$ cat src/rtl/car_motion.sv
// Car position engine: on each frame tick, steps the car one move in the key direction.
// Before committing the move it probes the map memory along the car's leading edge for walls.
module car_motion #(
    parameter int         CAR_SIZE    = 8,
    parameter int         STEP        = 1,
    parameter int         START_X     = 8,
    parameter int         START_Y     = 56,
    parameter logic [8:0] WALL_COLOUR = 9'h000,
    parameter int         SCREEN_W    = 160,
    parameter int         SCREEN_H    = 120
) (
    input  logic        clock,
    input  logic        resetn,
    input  logic        frameTick,
    input  logic        resetPos,
    input  logic        keyUp,
    input  logic        keyDown,
    input  logic        keyLeft,
    input  logic        keyRight,
    input  logic [8:0]  mapQ,
    output logic        mapRd,
    output logic [14:0] mapAddr,
    output logic [7:0]  nextX,
    output logic [6:0]  nextY,
    output logic [2:0]  dir,
    output logic        busy,
    output logic        stepDone,
    output logic        moved,
    output logic [2:0]  dbgState
);

    // Step handshake: a frameTick is accepted only while busy is low. Every accepted
    // tick produces exactly one stepDone pulse, and moved/nextX/nextY/dir are stable
    // during that pulse. Ticks that arrive while busy is high are dropped.
    typedef enum logic [2:0] {
        IDLE   = 3'd0,
        CALC   = 3'd1,
        PROBE  = 3'd2,
        DRAIN  = 3'd3,
        COMMIT = 3'd4
    } state_t;

    localparam int CNT_W = (CAR_SIZE > 1) ? $clog2(CAR_SIZE) : 1;
    localparam logic [CNT_W-1:0] LAST_IDX = CNT_W'(CAR_SIZE - 1);
    localparam logic [1:0] DIR_UP    = 2'd0;
    localparam logic [1:0] DIR_RIGHT = 2'd1;
    localparam logic [1:0] DIR_DOWN  = 2'd2;
    localparam logic [1:0] DIR_LEFT  = 2'd3;
    localparam logic signed [8:0] STEP_S = 9'(STEP);
    localparam logic signed [8:0] MAX_X  = 9'(SCREEN_W - CAR_SIZE);
    localparam logic signed [8:0] MAX_Y  = 9'(SCREEN_H - CAR_SIZE);
    localparam logic [14:0] EDGE_OFF = 15'(CAR_SIZE - 1);
    localparam logic [14:0] ROW_W    = 15'(SCREEN_W);
    localparam logic [7:0]  START_X8 = 8'(START_X);
    localparam logic [6:0]  START_Y7 = 7'(START_Y);

    state_t state, stateNext;

    logic [CNT_W-1:0] probeCnt, probeCntD;
    logic [7:0] candX, candXD;
    logic [6:0] candY, candYD;
    logic [1:0] candDir, candDirD;
    logic       candOk, candOkD;
    logic       wallFlag, wallD;
    logic       qValid, qValidD;
    logic       rpPending, rpD;

    logic [7:0]  nextXD;
    logic [6:0]  nextYD;
    logic [2:0]  dirD;
    logic        mapRdD, busyD, stepDoneD, movedD;
    logic [14:0] mapAddrD;

    logic              keyAny;
    logic [1:0]        keyDir;
    logic signed [8:0] curX, curY, calcX, calcY;
    logic              calcOk;
    logic              wallHit, commitNow, commitOk;

    // Address of probe idx on the leading edge of a car whose top-left is (x, y).
    function automatic logic [14:0] probeAddr(input logic [7:0] x, input logic [6:0] y,
                                              input logic [1:0] d, input logic [CNT_W-1:0] idx);
        logic [14:0] px;
        logic [14:0] py;
        px = 15'(x);
        py = 15'(y);
        case (d)
            DIR_UP:    px = px + 15'(idx);
            DIR_DOWN:  begin px = px + 15'(idx); py = py + EDGE_OFF; end
            DIR_LEFT:  py = py + 15'(idx);
            default:   begin px = px + EDGE_OFF; py = py + 15'(idx); end
        endcase
        return py * ROW_W + px;
    endfunction

    assign dbgState = state;

    always_ff @(posedge clock) begin
        if (!resetn) state <= IDLE;
        else         state <= stateNext;
    end

    always_comb begin
        stateNext = state;
        case (state)
            IDLE:    if (frameTick && !resetPos) stateNext = CALC;
            CALC:    stateNext = keyAny ? PROBE : COMMIT;
            PROBE:   if (probeCnt == LAST_IDX) stateNext = DRAIN;
            DRAIN:   stateNext = COMMIT;
            COMMIT:  stateNext = IDLE;
            default: stateNext = IDLE;
        endcase
    end

    // Candidate position, evaluated from the keys while in CALC.
    always_comb begin
        keyAny = keyUp | keyDown | keyLeft | keyRight;
        if (keyUp)        keyDir = DIR_UP;
        else if (keyDown) keyDir = DIR_DOWN;
        else if (keyLeft) keyDir = DIR_LEFT;
        else              keyDir = DIR_RIGHT;
        curX  = $signed({1'b0, nextX});
        curY  = $signed({2'b00, nextY});
        calcX = curX;
        calcY = curY;
        case (keyDir)
            DIR_UP:    calcY = curY - STEP_S;
            DIR_DOWN:  calcY = curY + STEP_S;
            DIR_LEFT:  calcX = curX - STEP_S;
            default:   calcX = curX + STEP_S;
        endcase
        calcOk = !calcX[8] && !calcY[8] && (calcX <= MAX_X) && (calcY <= MAX_Y);
    end

    always_comb begin
        nextXD    = nextX;
        nextYD    = nextY;
        dirD      = dir;
        mapRdD    = 1'b0;
        mapAddrD  = mapAddr;
        busyD     = (stateNext != IDLE);
        stepDoneD = 1'b0;
        movedD    = moved;
        candXD    = candX;
        candYD    = candY;
        candDirD  = candDir;
        candOkD   = candOk;
        probeCntD = probeCnt;
        wallD     = wallFlag;
        qValidD   = mapRd;
        rpD       = rpPending | (resetPos && (state != IDLE));
        wallHit   = qValid && (mapQ == WALL_COLOUR);
        commitNow = 1'b0;
        commitOk  = 1'b0;
        case (state)
            IDLE: begin
                rpD = 1'b0;
                if (resetPos) begin
                    nextXD = START_X8;
                    nextYD = START_Y7;
                    dirD   = 3'd0;
                end
            end
            CALC: begin
                wallD     = 1'b0;
                probeCntD = '0;
                if (keyAny) begin
                    dirD     = {1'b0, keyDir};
                    candXD   = calcX[7:0];
                    candYD   = calcY[6:0];
                    candDirD = keyDir;
                    candOkD  = calcOk;
                    mapRdD   = calcOk;
                    if (calcOk) mapAddrD = probeAddr(calcX[7:0], calcY[6:0], keyDir, '0);
                end else begin
                    commitNow = 1'b1;
                end
            end
            PROBE: begin
                if (wallHit) wallD = 1'b1;
                if (probeCnt != LAST_IDX) begin
                    probeCntD = probeCnt + CNT_W'(1);
                    mapRdD    = candOk;
                    if (candOk) mapAddrD = probeAddr(candX, candY, candDir, probeCnt + CNT_W'(1));
                end
            end
            DRAIN: begin
                // The last probe's data lands here, so fold it in directly.
                commitNow = 1'b1;
                commitOk  = candOk && !(wallFlag || wallHit);
            end
            COMMIT: begin
                rpD = 1'b0;
                if (resetPos) begin
                    nextXD = START_X8;
                    nextYD = START_Y7;
                    dirD   = 3'd0;
                end
            end
            default: ;
        endcase
        if (commitNow) begin
            stepDoneD = 1'b1;
            rpD       = 1'b0;
            if (rpPending || resetPos) begin
                nextXD = START_X8;
                nextYD = START_Y7;
                dirD   = 3'd0;
                movedD = 1'b0;
            end else if (commitOk) begin
                nextXD = candX;
                nextYD = candY;
                movedD = 1'b1;
            end else begin
                movedD = 1'b0;
            end
        end
    end

    always_ff @(posedge clock) begin
        if (!resetn) begin
            nextX     <= START_X8;
            nextY     <= START_Y7;
            dir       <= 3'd0;
            mapRd     <= 1'b0;
            mapAddr   <= '0;
            busy      <= 1'b0;
            stepDone  <= 1'b0;
            moved     <= 1'b0;
            candX     <= '0;
            candY     <= '0;
            candDir   <= '0;
            candOk    <= 1'b0;
            probeCnt  <= '0;
            wallFlag  <= 1'b0;
            qValid    <= 1'b0;
            rpPending <= 1'b0;
        end else begin
            nextX     <= nextXD;
            nextY     <= nextYD;
            dir       <= dirD;
            mapRd     <= mapRdD;
            mapAddr   <= mapAddrD;
            busy      <= busyD;
            stepDone  <= stepDoneD;
            moved     <= movedD;
            candX     <= candXD;
            candY     <= candYD;
            candDir   <= candDirD;
            candOk    <= candOkD;
            probeCnt  <= probeCntD;
            wallFlag  <= wallD;
            qValid    <= qValidD;
            rpPending <= rpD;
        end
    end

endmodule

$ cat config.mk
export PLATFORM = sky130hd
export DESIGN_NAME = car_motion
export DESIGN_NICKNAME = d
export VERILOG_FILES = /design/src/rtl/car_motion.sv
export SDC_FILE = /design/constraint.sdc
export NUM_CORES = 1
export LEC_CHECK = 0
export ABC_AREA = 1
export CORE_UTILIZATION = 62
export DETAILED_ROUTE_END_ITERATION = 8
export PLACE_DENSITY = 0.91
export SETUP_SLACK_MARGIN = 0.3
export SLEW_MARGIN = 20
export SYNTH_ARGS = -nofsm -noshare
export SYNTH_HDL_FRONTEND = slang
export SYNTH_SLANG_ARGS = --single-unit
$ cat constraint.sdc
create_clock -name clock -period 8.2 [get_ports clock]
set_input_delay 1.64 -clock clock [delete_from_list [all_inputs] [get_ports clock]]
set_output_delay 1.64 -clock clock [all_outputs]
set_load 0.03 [all_outputs]
* Yosys cells after proc, flatten, opt, wreduce, memory -nomap -nowiden *
Cells that the tools add are included.

word-level totals
  flip-flop bits (word level) = 64
  input bits = 17
  output and inout bits = 40
  logic and storage cells = 141

cells by class
  add/sub/neg operators = 13
  $mul = 2
  magnitude comparators = 2
  equality and inequality tests = 15
  multiplexer cells = 58
  bitwise operators = 5
  reduce and logical (&&, ||, !) cells = 29

operators by type and width
  operator               number
  $mux 15                16
  $pmux 9 s2             3
  $mux 8                 6
  $mux 7                 5
  $add 15x15->15         2
  $mul 15x3->10 const B  2
  $pmux 15 s2            1
  $mux 3                 8
  $add 8x3->9 const B    2
  $add 7x3->8 const B    2
  $pmux 8 s2             1
  $pmux 3 s2             2
  $pmux 3 s4             1
  $ne 2x2->1 const B     5
  $add 8x1->9 const B    1
  $add 8x3->9            1
  $le 9x8->1 const B     1
  $le 9x9->1 const B     1
  $logic_not 9->1        1
  $mux 9                 1
  $sub 8x1->9 const B    1
  $add 7x1->8 const B    1
  $add 7x3->8            1
  $eq 2x2->1 const B     4
  other kinds (23)       55

* Logic depth before layout (Yosys ltp) *
Gate-level depths: netlist of run 1.

  depth in word-level cells = 18
  mapped depth = 31
  gate-level depth less buffers = 30

* Least setup slack after synthesis of run 1 *
Ideal clock, no wire load.

  path type = input to register
  from = in keyUp
  to = reg mapAddr[12]
  library setup time = 0.114 ns
  data arrival time = 5.227 ns
  data required time = 8.086 ns
  path slack = 2.859 ns
  cell stages on the path = 28
  buffers on the path = 1
  path through = buf_6 nor2_4 inv_4 nor2_1 ha_1 nand2_1 nand3_1 xor2_1 o21ai_1 nand2_1 nor2_1 nand3_1 xor2_1 inv_1 ha_1 inv_1 nor2_1 nor2_1 nor2_1 o21ai_0 nor2_1 nand2_1 nor2_1 inv_1 nand3_1 o21ai_0 nor2_2 nor2_1

on the way
  longest elaborated chain between the ends = 13
  elaborated cells on any way between the ends = 36
  those cells by class = 3 x add/sub; 1 x mul; 2 x order compare; 4 x eq/ne; 14 x mux; 3 x bitwise; 9 x reduce/logical

RTL lines
  what                                           RTL line  RTL
  from (decl)                                    16        input logic keyUp,
  $mux 2                                         118       if (keyUp) keyDir = DIR_UP;
  $eq 2x2->1 or $logic_not 2->1 (tied branches)  87, 126
  $pmux 9 s2 or $reduce_or 2->1 (tied branches)  --
  $add 7x3->8 or $pmux 9 s2 (tied branches)      89, 126
  $mux 8 or $add 8x3->9 (tied branches)          87, 91
  $mux 15 or $mux 9 (tied branches)              174, 87
  $mux 15 (on tied branches)                     167, 174
  $mux 15 (on tied branches)                     155, 167
  $mul 15x3->10 or $mux 15 (tied branches)       93, 155
  $add 15x15->15                                 93        return py * ROW_W + px;
  $mux 15                                        174       if (calcOk) mapAddrD = probeAddr(calcX[7:0], calcY[6:0], keyDir, '0);
  $mux 15                                        167       if (keyAny) begin
  $pmux 15 s2                                    155       case (state)
  to (signal assigned)                           243       mapAddr <= mapAddrD;
  to (decl)                                      22        output logic [14:0] mapAddr,

Several ways; a longest one is shown, not always the timed one. The select of a mux whose other input is x is not followed.
A chain may end at the register's enable or synchronous reset.

* Final worst setup path of run 1 *
Same ends and word-level chain as after synthesis.

==> results of run 1 <==
cell usage after synthesis, types with 2 or more instances:
cell type,n
nand2_1,134
inv_1,109
nor2_1,86
dfxtp_1,64
nand3_1,55
a21oi_1,53
ha_1,51
o21ai_0,49
xor2_1,25
o21ai_1,20
nor2_2,15
o22ai_1,14
clkbuf_1,9
inv_2,9
nand4_1,8
nor3_1,8
fa_1,7
xnor2_1,6
buf_2,4
nand3b_1,4
buf_4,3
inv_4,3
nor2_4,3
o31ai_1,3
o32ai_1,3
buf_6,2
nand2_2,2
nand2_4,2
nor3_2,2
nor4_1,2
o211ai_1,2
o21a_1,2
stage by stage:
| step | hold slack, ns | worst slack, ns | instance area, um2 | cells | utilization (%) |
|---|---|---|---|---|---|
| after global routing | 0.483 | 1.12 | 6040 | 931 | 73.5 |
| after CTS | 0.443 | 1.75 | 6030 | 931 | 73.4 |
| after global placement | 0.426 | 1.75 | 5830 | 916 | 70.9 |
| after floorplan | 0.459 | 2.86 | 5240 | 773 | - |
| final | 0.444 | 1.65 | 6040 | 931 | 73.5 |
| after detailed placement | 0.428 | 1.48 | 5830 | 916 | 70.9 |
registers in the layout, summed over array words and instances (netlist names), 2 cells and up:
register and count:
mapAddr 15, candDir 2, nextX 8, nextY 7, dbgState 3, candY 7, candX 8, probeCnt 3
dir 3
critical path: stages:
cell	delay, ns
clkdlybuf4s50_1	0.58
nor2_4	0.47
inv_4	0.13
nor2_1	0.52
ha_1	0.42
nand2_1	0.13
nand3_1	0.13
xor2_1	0.16
o21ai_1	0.30
nand2_1	0.12
nor2_1	0.18
nand3_1	0.11
xor2_1	0.14
inv_1	0.06
ha_1	0.32
inv_1	0.08
nor2_1	0.20
nor2_1	0.07
nor2_1	0.12
o21ai_0	0.14
nor2_1	0.15
nand2_1	0.10
nor2_1	0.13
inv_1	0.07
nand3_1	0.06
o21ai_0	0.12
nor2_2	0.11
nor2_1	0.05
power by group:
group / leakage [nW] / total [mW] / switching [mW] / internal [mW]
Sequential: 0.520 / 0.345 / 0.0157 / 0.329
Clock: 0.0976 / 0.293 / 0.137 / 0.156
Combinational: 2.32 / 0.297 / 0.191 / 0.106
per-layer routing:
layer	global-route usage (%)	up-vias	part of all wire (%)
met1	36.3	2466	38
li1	-	2637	-
met4	23.3	0	5.8
met5	0	-	0
met3	7.85	84	7.2
met2	58.9	258	49
final timing paths:
| check | start | end | slack, ns |
|---|---|---|---|
| setup / recovery | keyUp | mapAddr[12]$_SDFFE_PN0P_ | 1.65 |
| hold / removal | mapRd$_SDFF_PN0_ | qValid$_SDFF_PN0_ | 0.44 |
| setup reg to reg | nextY[0]$_SDFF_PN0_ | mapAddr[13]$_SDFFE_PN0P_ | 3.75 |
| hold reg to reg | mapRd$_SDFF_PN0_ | qValid$_SDFF_PN0_ | 0.44 |
cell usage in the layout, fill, tap and decap left out, drive strengths merged:
master | synthesis | routed
a211oi | 1 | 1
a21oi | 54 | 54
a22oi | 1 | 1
a31oi | 1 | 1
and2 | 1 | 1
buf | 10 | 1
bufinv | 0 | 1
clkbuf | 9 | 11
clkdlybuf4s50 | 0 | 56
clkinv | 1 | 2
clkinvlp | 0 | 2
dfxtp | 64 | 64
fa | 7 | 7
ha | 51 | 51
inv | 121 | 121
nand2 | 138 | 138
nand3 | 55 | 55
nand3b | 5 | 5
nand4 | 9 | 9
nor2 | 105 | 105
nor3 | 10 | 10
nor4 | 2 | 2
o211a | 1 | 1
o211ai | 3 | 3
o21a | 2 | 2
o21ai | 70 | 70
o21bai | 1 | 1
o22ai | 14 | 14
o31ai | 3 | 3
o32ai | 3 | 3
xnor2 | 6 | 6
xor2 | 25 | 25
final cells by class:
cell class	instances	area share (%)
clock buffer	11	2.51
clock inverter	4	0.891
inverter	122	7.71
multi-input combinational	568	56.1
sequential	64	21.2
tap	105	2.18
timing repair buffer	57	9.41
cell families (layout without fill, tap and decap cells):
logic type | after synthesis | count (layout) | share of synthesized area [%]
AOI/OAI and AO/OA | 154 | 154 | 16.1
and+or+nand+nor | 325 | 325 | 28.3
buffers and inverters | 141 | 194 | 11.1
DFF | 64 | 64 | 24.5
xor gates and xnor gates | 31 | 31 | 5.18
adders and majority gates | 58 | 58 | 14.9
==> impl_metrics.json, run 1 <==
{
  "p_total_uw": 935,
  "ys_types": 46,
  "fmax_ghz": 0.153,
  "worst_slew_pin_slew_ns": 0.836,
  "ys_warn_count": 0,
  "root_buffer": "clkbuf_8",
  "worst_setup_path_end_kind": "register",
  "hold_violations": 0,
  "grt_pass1_wl_mm": 23.8,
  "multi_input_area_um2": 3390,
  "yosys.area.top_type": "dfxtp_1",
  "drive_gt1_share_pct": 7.02,
  "io_buffers": 56,
  "synth_cells": 773,
  "synth_top_area_share_pct": 24.5,
  "die_x_um": 93.9,
  "cp-start-kind": "primary input",
  "finalSetupViolations": 0,
  "core-area_um2": 8220,
  "maxSlewHeadroom_pct": 43.9,
  "cts_buffers": 9,
  "report.final.slew_viol_count": 0,
  "cp.required_ns": 8.46,
  "die-height_um": 93.9,
  "period_share_pct": 79.9,
  "synth_area_leaders": "dfxtp_1 (24%), ha_1 (12%), nand2_1 (9.6%)",
  "final-seq-area_um2": 1280,
  "wire_per_inst_um": 15.1,
  "cts_resized": 0,
  "synth_area_um2": 5240,
  "drtPass1Iterations": 5,
  "leakage_nw": 2.94,
  "hpwl_mm": 10.6,
  "rsz0062_at_grt": "no",
  "gp_congestion": 0.995,
  "min_period_ns": 6.55,
  "antenna_left": 0,
  "finClkSkew_ns": 0.00714,
  "start_util_pct": 63.8,
  "area_delta_synth_final_pct": 15.2,
  "async_flop_share_pct": 0,
  "status": "finished, final reports clean",
  "yosysSeqAreaShare_pct": 24.5,
  "grt_pass1_vias": 5483,
  "antenna_found_initial": 0,
  "peakVddDrop_v": 0.000116,
  "synth_fp_nets": 848,
  "post_cts.repair.setup_buffers": 0,
  "cts_max_level": 3,
  "grt_max_degree": 39,
  "grtUsageTotal_pct": 33.9,
  "cts.clk_slew.worst_paths_ns": 0.08,
  "setup_tns_ns": 0,
  "holdCritPathClass": "reg2reg",
  "die_area_um2": 8820,
  "clock_latency_ns": 0.36,
  "fp-row-count": 33,
  "worst_ep_arrival_time_ns": 6.81,
  "cts_tree": "done",
  "worstPathMaxFanout": 18,
  "ioPinCount": 57,
  "overflow": 0,
  "whs_path_depth": 2,
  "fillers": 613,
  "wirelength_mm": 14.0,
  "powerDensity_nw_per_um2": 155,
  "drv.max_cap_violation_count": 0,
  "layout.nets": 897,
  "synth-edff-count": 0,
  "ys.flop_type": "dfxtp_1",
  "drt_iter0_drc": 308,
  "antenna_cells": 0,
  "cts_num_sinks": 64,
  "synth_area_per_cell_um2": 6.78,
  "ys_ff_latch": 64,
  "clock_path_buffers": 2,
  "drc": 0,
  "postCtsHoldBufs": 0,
  "viasPerCell": 5.85,
  "via_count": 5445,
  "critical_path_class": "in2reg",
  "worstRegToRegCells": 22
}
Power figures use the tool's default switching activity.
==> run 2, diff against run 1 <==
--- a/config.mk
+++ b/config.mk
@@ -6,9 +6,9 @@
 export NUM_CORES = 1
 export LEC_CHECK = 0
 export ABC_AREA = 1
-export CORE_UTILIZATION = 62
+export CORE_UTILIZATION = 58
 export DETAILED_ROUTE_END_ITERATION = 8
-export PLACE_DENSITY = 0.91
+export PLACE_DENSITY = 0.87
 export SETUP_SLACK_MARGIN = 0.3
 export SLEW_MARGIN = 20
 export SYNTH_ARGS = -nofsm -noshare
==> constraint.sdc (replaced) <==
create_clock -name clock -period 6.81 [get_ports clock]
set_input_delay 1.362 -clock clock [delete_from_list [all_inputs] [get_ports clock]]
set_output_delay 1.362 -clock clock [all_outputs]
set_load 0.03 [all_outputs]
==> run 2 against run 1 <==
Net effect:
- first-iteration DRC count is 27% higher
- routed wire length grew 0.35%
- sequential share of layout area is 0.21 points lower
- die area increased by 6.8%
- total power up 27%
- cell count grew 0.64%
- clock skew is 0.011 ns higher
- clock power rose by 40%
==> impl_metrics.json, run 2 (synthesized netlist as in run 1, its figures left out) <==
{
  "viasPerCell": 5.86,
  "drv.max_cap_violation_count": 0,
  "min_period_ns": 5.89,
  "finClkSkew_ns": 0.0185,
  "final_cell_mix": "nand2_1 (134), inv_1 (109), nor2_1 (85)",
  "cp.required_ns": 7.07,
  "multi_input_area_um2": 3390,
  "rsz0062_at_grt": "no",
  "fp-row-count": 34,
  "finalSetupViolations": 0,
  "io_buffers": 56,
  "cts_tree": "done",
  "crit_path_top_delay_cell": "clkdlybuf4s50_1",
  "reg2reg_slack_ns": 2.41,
  "hpwl_mm": 10.6,
  "leakage_nw": 2.98,
  "status": "finished, final reports clean",
  "core-area_um2": 8720,
  "overflow": 0,
  "worst_ep_arrival_time_ns": 6.15,
  "maxSlewHeadroom_pct": 37.8,
  "area_delta_synth_final_pct": 16.4,
  "critical_path_class": "in2reg",
  "path_buf_inv": 5,
  "critPathTopFamily": "simple AND/OR/NAND/NOR gates",
  "cts_max_level": 3,
  "layout.nets": 899,
  "peakVddDrop_v": 0.000165,
  "final_common_cell": "nand2_1",
  "drt_iter0_drc": 390,
  "antenna_left": 0,
  "slowest_delay_ns": 0.58,
  "final-seq-area_um2": 1280,
  "cp-start-kind": "primary input",
  "cts_buffers": 9,
  "antenna_found_initial": 0,
  "setup_tns_ns": 0,
  "powerDensity_nw_per_um2": 194,
  "regMostFlops": "mapAddr",
  "drtPass1Iterations": 5,
  "grt_max_degree": 39,
  "report.final.slew_viol_count": 0,
  "ioPinCount": 57,
  "grt_pass1_vias": 5352,
  "drive_gt1_share_pct": 7.36,
  "grt_pass1_wl_mm": 23.6,
  "wirelength_mm": 14.1,
  "clock_latency_ns": 0.37,
  "postCtsHoldBufs": 0,
  "via_count": 5490,
  "gp_congestion": 0.982,
  "finalNonFillerCells": 937,
  "cts_num_sinks": 64,
  "cts.clk_slew.worst_paths_ns": 0.08,
  "period_share_pct": 86.5,
  "grtUsageTotal_pct": 30.3,
  "fillers": 698,
  "fmax_ghz": 0.170,
  "root_buffer": "clkbuf_8",
  "die-height_um": 97.1,
  "placed_cells": 919,
  "die_x_um": 97.1,
  "worst_slew_pin_slew_ns": 0.926,
  "die_area_um2": 9420,
  "largest_registers": "mapAddr x15, candX x8, nextX x8",
  "wire_per_inst_um": 15.0,
  "clock_path_buffers": 2,
  "crit_top_cell": "nor2_1",
  "holdCritPathClass": "reg2reg",
  "worstPathMaxFanout": 9,
  "start_util_pct": 60.1,
  "drc": 0,
  "largest_reg_flops": 15,
  "antenna_cells": 0,
  "worst_setup_path_end_kind": "register",
  "hold_violations": 0
}
[run 2: cell types whose count changed in the layout (fill, tap and decap cells not counted), sizes merged]
cell / previous run / this run
inv: 121 / 122
clkbuf: 11 / 10
bufinv: 1 / 3
buf: 1 / 3
clkinv: 2 / 3
clkinvlp: 2 / 0
[run 2: repair_timing]
action,in CTS,in global routing
resized for setup,0,1
buffers inserted,0,2
setup endpoints to repair,0,5
[run 2: path summary, 6_finish.rpt]
check / from / end / cells past startpoint
hold reg to reg: dir[2]$_SDFF_PN0_ / dir[2]$_SDFF_PN0_ / 2
setup / recovery: keyUp / mapAddr[12]$_SDFFE_PN0P_ / 28
hold / removal: dir[2]$_SDFF_PN0_ / dir[2]$_SDFF_PN0_ / 2
setup reg to reg: nextY[0]$_SDFF_PN0_ / mapAddr[13]$_SDFFE_PN0P_ / 22
[run 2: cell type report]
| class | count | share of cell area [%] |
|---|---|---|
| inverters | 122 | 7.63 |
| flip-flops and latches | 64 | 21.0 |
| repair buffers | 59 | 9.56 |
| multi-input cells | 568 | 55.6 |
| clock buffers | 10 | 2.09 |
| clock inverters | 6 | 1.91 |
| well taps | 108 | 2.22 |
[run 2: where the power goes]
part,internal [mW],switching [mW]
Clock,0.246,0.165
Combinational,0.129,0.229
Sequential,0.397,0.0193
Total,0.772,0.413
[run 2: per-stage QoR]
stage	power [mW]	worst slack, ns	util (%)	cell area, um2	hold slack, ns
finish	1.19	0.918	69.9	6100	0.462
global route	1.24	0.564	69.9	6100	0.496
CTS	1.18	0.550	69.6	6070	0.468
detailed placement	0.769	0.324	66.8	5830	0.439
global placement	0.753	0.625	66.8	5830	0.429
floorplan	0.676	1.75	-	5240	0.459
[run 2: worst reg2reg max path, delay by kind of cell, from the launching register on]
family	cells	cell delay, ns
adders and majority gates	5	1.59
buffers and inverters	5	0.38
DFF	1	0.43
AOI/OAI and AO/OA	3	1.04
and+or+nand+nor	9	0.87
[run 2: routing by layer]
layer  up-vias  GRT usage [%]  wire length, um
met5         -              0                0
met4         0           17.5              675
met2       248           54.1             7040
li1       2638              -                -
met1      2534           34.0             5550
met3        70           4.68              819
==> run 3, diff against run 2 <==
--- a/config.mk
+++ b/config.mk
@@ -6,6 +6,7 @@
 export NUM_CORES = 1
 export LEC_CHECK = 0
 export ABC_AREA = 1
+export CORE_ASPECT_RATIO = 2
 export CORE_UTILIZATION = 58
 export DETAILED_ROUTE_END_ITERATION = 8
 export PLACE_DENSITY = 0.87
==> run 3 against run 2 <==
Net effect:
- combinational power barely moved
- critical path depth did not move
- die area rose by 0.24%
- maximum frequency rose by 4.0%
- first-iteration DRC count fell by 28%
- register-to-register slack improved by 0.23 ns
- sequential share of layout area fell by 0.24 points
- clock-buffer cell count did not move
- critical endpoint unchanged
==> impl_metrics.json, run 3 (synthesized netlist as in run 1, its figures left out) <==
{
  "critPathLaunch": "keyUp",
  "dpl_worst_slack_ns": 0.370,
  "root_buffer": "clkbuf_16",
  "grt_pass1_wl_mm": 24.1,
  "drtPass1Iterations": 7,
  "final_cell_mix": "nand2_1 (134), inv_1 (109), nor2_1 (85)",
  "leakage_nw": 3.01,
  "slowest_delay_ns": 0.60,
  "report.final.slew_viol_count": 0,
  "worst_ep_arrival_time_ns": 5.90,
  "hold_violations": 0,
  "cts_num_sinks": 64,
  "cp-start-kind": "primary input",
  "worstPathMaxFanout": 9,
  "setup_ws_ns": 1.15,
  "die_area_um2": 9440,
  "finClkSkew_ns": 0.00677,
  "period_share_pct": 83.2,
  "cts_buffers": 9,
  "crit_path_top_delay_cell": "clkdlybuf4s50_1",
  "crit_top_cell": "nor2_1",
  "dpl-instance-area_um2": 5830,
  "antenna_found_initial": 0,
  "maxSlewHeadroom_pct": 45.7,
  "ioPinCount": 57,
  "start_util_pct": 60.2,
  "grtUsageTotal_pct": 32.4,
  "cts.clk_slew.worst_paths_ns": 0.06,
  "postCtsHoldBufs": 0,
  "antenna_cells": 0,
  "final_common_cell": "nand2_1",
  "finalSetupViolations": 0,
  "worst_setup_path_end_kind": "register",
  "min_period_ns": 5.66,
  "powerDensity_nw_per_um2": 209,
  "fp-row-count": 48,
  "regMostFlops": "mapAddr",
  "cts_max_level": 3,
  "peakVddDrop_v": 0.000196,
  "drc": 0,
  "hpwl_mm": 11.5,
  "grt_max_degree": 39,
  "drive_gt1_share_pct": 7.48,
  "holdCritPathClass": "reg2reg",
  "io_buffers": 56,
  "post-route-util_pct": 70.8,
  "status": "finished, final reports clean",
  "intPower_uw": 858,
  "core-area_um2": 8710,
  "clock_path_buffers": 2,
  "setup_tns_ns": 0,
  "path_buf_inv": 4,
  "p_switching_uw": 434,
  "critPathTopFamily": "simple AND/OR/NAND/NOR gates",
  "largest_registers": "mapAddr x15, candX x8, nextX x8",
  "rsz0062_at_grt": "no",
  "wire_per_inst_um": 15.9,
  "die_x_um": 69.2,
  "cp.required_ns": 7.05,
  "area_delta_synth_final_pct": 17.7,
  "grt_pass1_vias": 5450,
  "gp_congestion": 0.962,
  "antenna_left": 0,
  "overflow": 0,
  "seqPwrFrac_pct": 32.3,
  "pwr-share-comb_pct": 27.9,
  "fmax_ghz": 0.177,
  "cts_tree": "done",
  "layout.nets": 899,
  "viasPerCell": 5.75,
  "via_count": 5339,
  "rr_startpoint": "probeCnt[0]$_SDFFE_PN0P_",
  "wirelength_mm": 14.8,
  "die-height_um": 136,
  "drv.max_cap_violation_count": 0,
  "hold_ws_ns": 0.455,
  "swShare_pct": 33.6,
  "final_area_um2": 6170,
  "hp-start": "mapRd$_SDFF_PN0_",
  "worst_slew_pin_slew_ns": 0.808,
  "drt_iter0_drc": 282,
  "largest_reg_flops": 15,
  "clkPwrFrac_pct": 39.8,
  "clock_latency_ns": 0.34,
  "critical_path_class": "in2reg"
}
-- run 3: cell types whose count changed in the layout (fill, tap and decap cells not counted), sizes merged --
| cell | delta |
|---|---|
| clkinvlp | +2 |
| bufinv | -1 |
| inv | -1 |
-- run 3: area by class of cell --
class | count | area, um2
multi-input cells | 568 | 3380
fillers | 728 | 2540
flip-flops and latches | 64 | 1280
repair buffers | 59 | 583
inverters | 122 | 465
clock buffers | 10 | 239
well taps | 100 | 125
clock inverters | 6 | 92.6
-- run 3: stage by stage --
stage	total power, mW	cells
after CTS	1.29	928
after detailed placement	0.778	912
after floorplan	0.676	773
after global placement	0.765	912
after global routing	1.35	929
final	1.29	929
-- run 3: metal layers --
layer	global-route usage [%]	part of all wire [%]	vias up
met1	29.5	34	2437
met5	0	0	-
met4	29.8	8.7	0
li1	-	-	2635
met3	6.52	4.2	86
met2	59.1	53	181
-- run 3: worst paths after layout --
check	to	slack (ns)	cells after the start
worst max-delay path	mapAddr[12]$_SDFFE_PN0P_	1.15	28
worst max register to register	mapAddr[14]$_SDFFE_PN0P_	2.64	22
worst min-delay path	qValid$_SDFF_PN0_	0.46	2
worst min register to register	qValid$_SDFF_PN0_	0.46	2
-- run 3: tightest hold or removal path, stage by stage, from the launching register on --
cell and delay, ns:
dfxtp_1 0.31, nand2_1 0.06, inv_1 0.04
-- run 3: power by group through the flow --
stage | logic (mW) | clock network [mW] | registers [mW]
6_report | 0.361 | 0.514 | 0.417
5_1_grt | 0.403 | 0.531 | 0.419
4_1_cts | 0.357 | 0.516 | 0.417
3_5_place_dp | 0.354 | 0 | 0.424
3_3_place_gp | 0.341 | 0 | 0.424
2_1_floorplan | 0.237 | 0 | 0.439
-- run 3: what timing repair did --
item                       in CTS  in global routing
buffers inserted                0                  1
hold endpoints to repair        0                  0
setup endpoints to repair       0                  4
gates resized for setup         0                  1
